==> config.mk <==
export PLATFORM = sky130hd
export DESIGN_NAME = mat_loader
export DESIGN_NICKNAME = d
export VERILOG_FILES = /design/src/rtl/mat_pkg.sv /design/src/rtl/mat_idx_counter.sv /design/src/rtl/mat_loader.sv
export SDC_FILE = /design/constraint.sdc
export NUM_CORES = 1
export LEC_CHECK = 0
export ABC_AREA = 0
export BUFFER_PORTS_ARGS = -buffer_cell sky130_fd_sc_hd__buf_2
export CORE_MARGIN = 2
export CORE_UTILIZATION = 55
export DETAILED_ROUTE_END_ITERATION = 10
export GPL_ROUTABILITY_DRIVEN = 0
export PLACE_DENSITY_LB_ADDON = 0.12
export SLEW_MARGIN = 30
export SYNTH_ARGS = -nofsm -noshare
export SYNTH_HDL_FRONTEND = slang
export SYNTH_SLANG_ARGS = --single-unit
==> constraint.sdc <==
create_clock -name clk -period 2.24 [get_ports clk]
set_input_delay 0.224 -clock clk [delete_from_list [all_inputs] [get_ports clk]]
set_output_delay 0.224 -clock clk [all_outputs]
set_load 0.03 [all_outputs]
==> src/rtl/mat_pkg.sv <==
// Shared state encoding and sizing helpers for the matrix loader.
// The state enum also serves as the one-hot-free 2-bit encoding used by the FSM.
package mat_pkg;

   typedef enum logic [1:0] {
      LOAD_A = 2'd0,
      LOAD_B = 2'd1,
      HOLD   = 2'd2
   } state_t;

   // Never returns less than 1 so a one-slot matrix still gets a real index bit.
   function automatic int clog2(input int v);
      int r;
      r = 0;
      while ((1 << r) < v) r++;
      return (r < 1) ? 1 : r;
   endfunction

   function automatic int slot_off(input int idx, input int bitw);
      return idx * bitw;
   endfunction

endpackage

==> src/rtl/mat_idx_counter.sv <==
// Modulo-limit element index shared by the A and B load phases.
// The limit is an input so the wrap point can change with the phase.
module mat_idx_counter #(
   parameter int W = 2
) (
   input  logic         clk,
   input  logic         rst,
   input  logic         inc,
   input  logic         clr,
   input  logic [W:0]   limit,
   output logic [W-1:0] idx,
   output logic         last
);

   assign last = ({1'b0, idx} == (limit - 1'b1));

   always_ff @(posedge clk) begin
      if (rst) begin
         idx <= '0;
      end else if (clr) begin
         idx <= '0;
      end else if (inc) begin
         idx <= last ? '0 : idx + 1'b1;
      end
   end

endmodule

==> src/rtl/mat_loader.sv <==
// Serial-to-parallel loader: packs row-major A then B elements into flat buses
// and holds them with mats_valid until the consumer accepts.
module mat_loader
   import mat_pkg::*;
#(
   parameter int Bit = 3,
   parameter int N   = 2,
   parameter int M   = 2,
   parameter int P   = 2
) (
   input  logic             clk,
   input  logic             rst,
   input  logic             clk_enable,
   input  logic             clear,
   input  logic [Bit-1:0]   data_in,
   input  logic             data_valid,
   output logic             data_ready,
   output logic [Bit*N*M-1:0] matriz_A,
   output logic [Bit*M*P-1:0] matriz_B,
   output logic             mats_valid,
   input  logic             mats_ready,
   output logic             loading_b
);

   localparam int AS   = N * M;
   localparam int BS   = M * P;
   localparam int MAXS = (AS > BS) ? AS : BS;
   localparam int IW   = clog2(MAXS);

   state_t        state;
   logic [IW-1:0] idx;
   logic [IW:0]   limit;
   logic          last;
   logic          acc;
   logic          take;

   assign data_ready = (state == LOAD_A) || (state == LOAD_B);
   assign acc        = clk_enable & data_valid & data_ready;
   // clear drops any element presented in the same cycle
   assign take       = acc & ~clear;
   assign limit      = (state == LOAD_B) ? (IW+1)'(BS) : (IW+1)'(AS);

   mat_idx_counter #(
      .W (IW)
   ) u_idx (
      .clk   (clk),
      .rst   (rst),
      .inc   (take),
      .clr   (clk_enable & clear),
      .limit (limit),
      .idx   (idx),
      .last  (last)
   );

   always_ff @(posedge clk) begin
      if (rst) begin
         state      <= LOAD_A;
         matriz_A   <= '0;
         matriz_B   <= '0;
         mats_valid <= 1'b0;
         loading_b  <= 1'b0;
      end else if (clk_enable) begin
         if (clear) begin
            state      <= LOAD_A;
            mats_valid <= 1'b0;
            loading_b  <= 1'b0;
         end else begin
            case (state)
               LOAD_A: if (take) begin
                  for (int s = 0; s < AS; s++)
                     if (idx == IW'(s)) matriz_A[slot_off(s, Bit) +: Bit] <= data_in;
                  if (last) begin
                     state     <= LOAD_B;
                     loading_b <= 1'b1;
                  end
               end
               LOAD_B: if (take) begin
                  for (int s = 0; s < BS; s++)
                     if (idx == IW'(s)) matriz_B[slot_off(s, Bit) +: Bit] <= data_in;
                  if (last) begin
                     state      <= HOLD;
                     loading_b  <= 1'b0;
                     mats_valid <= 1'b1;
                  end
               end
               HOLD: if (mats_ready) begin
                  state      <= LOAD_A;
                  mats_valid <= 1'b0;
               end
               default: begin
                  state      <= LOAD_A;
                  mats_valid <= 1'b0;
                  loading_b  <= 1'b0;
               end
            endcase
         end
      end
   end

endmodule

==> results.sh <==
export IMPL_status="complete, no violations"
export IMPL_cts_tree="done"
export IMPL_start_util_pct=59.05
export IMPL_ir_worst_vdd_mv=0.7116
export IMPL_port_buffers=35
export IMPL_synthCells=130
export IMPL_p_int_uw=794.9
export IMPL_clk_pin_slew_worst_paths_ps=90
export IMPL_clkLatencyLatePin_ps=330
export IMPL_dpl_hpwl_um=1896
export IMPL_drv_slew=0
export IMPL_power_frac_comb_pct=5.6
export IMPL_max_slew_margin_rel_pct=70.90
export IMPL_final_cells=193
export IMPL_post_cts_buffers=0
export IMPL_finalHoldViolations=0
export IMPL_clkPwrFrac_pct=41.6
export IMPL_rows=17
export IMPL_yosysSeqAreaShare_pct=45.11
export IMPL_grt_pass1_vias=973
export IMPL_viasPerCell=5.301
export IMPL_drc=0
export IMPL_postSynthAreaPerCell_um2=10.24
export IMPL_setup_viol=0
export IMPL_layout_commonest_cell="buf_2"
export IMPL_routed_wl_um=2710
export IMPL_drive_above_1_share_pct=27.27
export IMPL_grt_max_degree=33
export IMPL_cts_sinks=30
export IMPL_ios=36
export IMPL_ys_types=25
export IMPL_worst_ep_arrival_time_ps=1730
export IMPL_grt_use_total_pct=22.72
export IMPL_netlist_area_mm2=0.001331
export IMPL_final_nets=177
export IMPL_dr_pass1_iters=5
export IMPL_worstHoldStart="mats_ready"
export IMPL_antenna_found_initial=0
export IMPL_die_h_um=53.20
export IMPL_crit_path_end_kind="flip-flop"
export IMPL_timing_max_cap_violations=0
export IMPL_num_vias=1023
export IMPL_worstPathRequired_ps=2470
export IMPL_syn_to_final_growth_pct=18.33
export IMPL_die_area_mm2=0.002830
export IMPL_power_density_mw_per_mm2=646.7
export IMPL_clock_fmax_mhz=666.3
export IMPL_pwr_share_seq_pct=52.8
export IMPL_dp_cells=185
export IMPL_startpoint_type="flip-flop"
export IMPL_final_cell_mix="35 x buf_2, 30 x dfxtp_1, 27 x nand2b_1"
export IMPL_fin_crit_sh_pct=67.00
export IMPL_cts_root_buf="clkbuf_4"
export IMPL_overflow=0
export IMPL_critPathKind="reg -> reg"
export IMPL_grt_pass1_wl_um=4450
export IMPL_p_leak_uw=0.0008016
export IMPL_swShare_pct=21.97
export IMPL_worst_path_max_fanout=6
export IMPL_fillers=194
export IMPL_critPathLaunch="u_idx.idx[0]"
export IMPL_switchingPower_uw=223.8
export IMPL_numCtsBuffers=5
export IMPL_first_iter_violations=14
export IMPL_core_area_mm2=0.002255
export IMPL_rsz0062_at_grt="no"
export IMPL_timing_rr_start="u_idx.idx[0]"
export IMPL_num_antenna_cells=0
export IMPL_fp_dieW_um=53.20
export IMPL_avgRoutedWirePerCell_um=14.04
export IMPL_syn_num_nets=143
export IMPL_cts_hold_buf=0
export IMPL_post_cts_resize_count=0
export IMPL_tightest_slew_ps=436.6
export IMPL_skew_ps=13.53
export IMPL_drtAntennaViolNets=0
export IMPL_tns_ps=0
export IMPL_min_period_ps=1501
export IMPL_htreeDepth=2
export IMPL_hold_path_class="in -> reg"
export IMPL_cts_buffer_depth=2
export IMPL_ys_seq_elements=30
export IMPL_yosys_warnings=0
Yosys cell counts:
cell type | n | area share [%]
dfxtp_1 | 30 | 45
nand2b_1 | 27 | 13
mux2i_1 | 26 | 20
nand3_1 | 7 | 2.6
nor2_1 | 6 | 1.7
ha_1 | 4 | 3.8
inv_1 | 4 | 1.1
buf_1 | 3 | 0.85
clkbuf_1 | 3 | 0.85
a211oi_1 | 2 | 1.1
a21oi_1 | 2 | 0.75
buf_6 | 2 | 1.7
nor3_1 | 2 | 0.75
a21o_2 | 1 | 0.66
a2bb2oi_1 | 1 | 0.66
a31oi_1 | 1 | 0.47
a41oi_1 | 1 | 0.66
and3_4 | 1 | 0.85
and3b_1 | 1 | 0.66
and4bb_2 | 1 | 0.94
nor2b_1 | 1 | 0.47
nor4_1 | 1 | 0.47
o21ai_0 | 1 | 0.38
o31ai_1 | 1 | 0.56
or3b_1 | 1 | 0.66
power by group through the flow:
stage | clock [uW] | sequential [uW] | combinational, uW
3_3_place_gp | 0 | 550 | 55.2
3_5_place_dp | 0 | 550 | 56.9
4_1_cts | 427 | 538 | 57.1
5_1_grt | 457 | 539 | 62.8
6_report | 424 | 538 | 57.2
2_1_floorplan | 0 | 555 | 36.1
routing by layer:
layer  global-route usage [%]  vias to the layer above  routed length (um)
li1                         -                      514                   -
met1                    24.96                      469                1114
met2                    39.30                       34                1371
met3                    7.062                        6                 176
met4                    10.68                        0                  47
met5                        0                        -                   0
worst paths after layout:
kind	end	slack, ps	depth (start not counted)
min	state[0]	210	3
min reg2reg	mats_valid	470	2
max	state[0]	740	4
max reg2reg	state[0]	740	4
registers in the layout, indices dropped and copies added (netlist names):
register    cells
loading_b       1
matriz_A       12
matriz_B       12
mats_valid      1
state           2
u_idx.idx       2
metrics by stage:
| stage | hold WS [ps] | utilization [%] | total power [uW] | setup slack (ps) | area, um^2 |
|---|---|---|---|---|---|
| finish | 210.1 | 69.87 | 1019 | 739.2 | 1575 |
| global route | 210.5 | 69.87 | 1058 | 680.8 | 1575 |
| CTS | 205.3 | 69.87 | 1022 | 748.1 | 1575 |
| detailed placement | 462.8 | 66.37 | 607.4 | 756.8 | 1496 |
| global placement | 456.7 | 66.37 | 605.4 | 859.2 | 1496 |
| floorplan | 405.7 | - | 590.6 | 926.8 | 1331 |
layout make-up:
cell class,instances,area [um^2],area share [%]
Inverter,4,15.01,0.9531
Timing Repair Buffer,35,175.2,11.12
Clock inverter,2,37.54,2.383
Sequential cell,30,600.6,38.13
Clock buffer,6,41.29,2.621
Multi-Input combinational cell,88,670.6,42.57
Tap cell,28,35.03,2.224
critical path: stages (launching register included):
cell      delay, ps
dfxtp_1         360
ha_1            290
a211oi_1        380
nor3_1          100
nor4_1          270
logic make-up after synthesis:
| logic type | synth area share, % |
|---|---|
| AOI/OAI and AO/OA | 5.263 |
| adders and majority gates | 3.760 |
| buffers and inverters | 4.511 |
| DFF | 45.11 |
| muxes | 19.55 |
| and+or+nand+nor | 21.80 |
(Power assumes the default switching activity.)
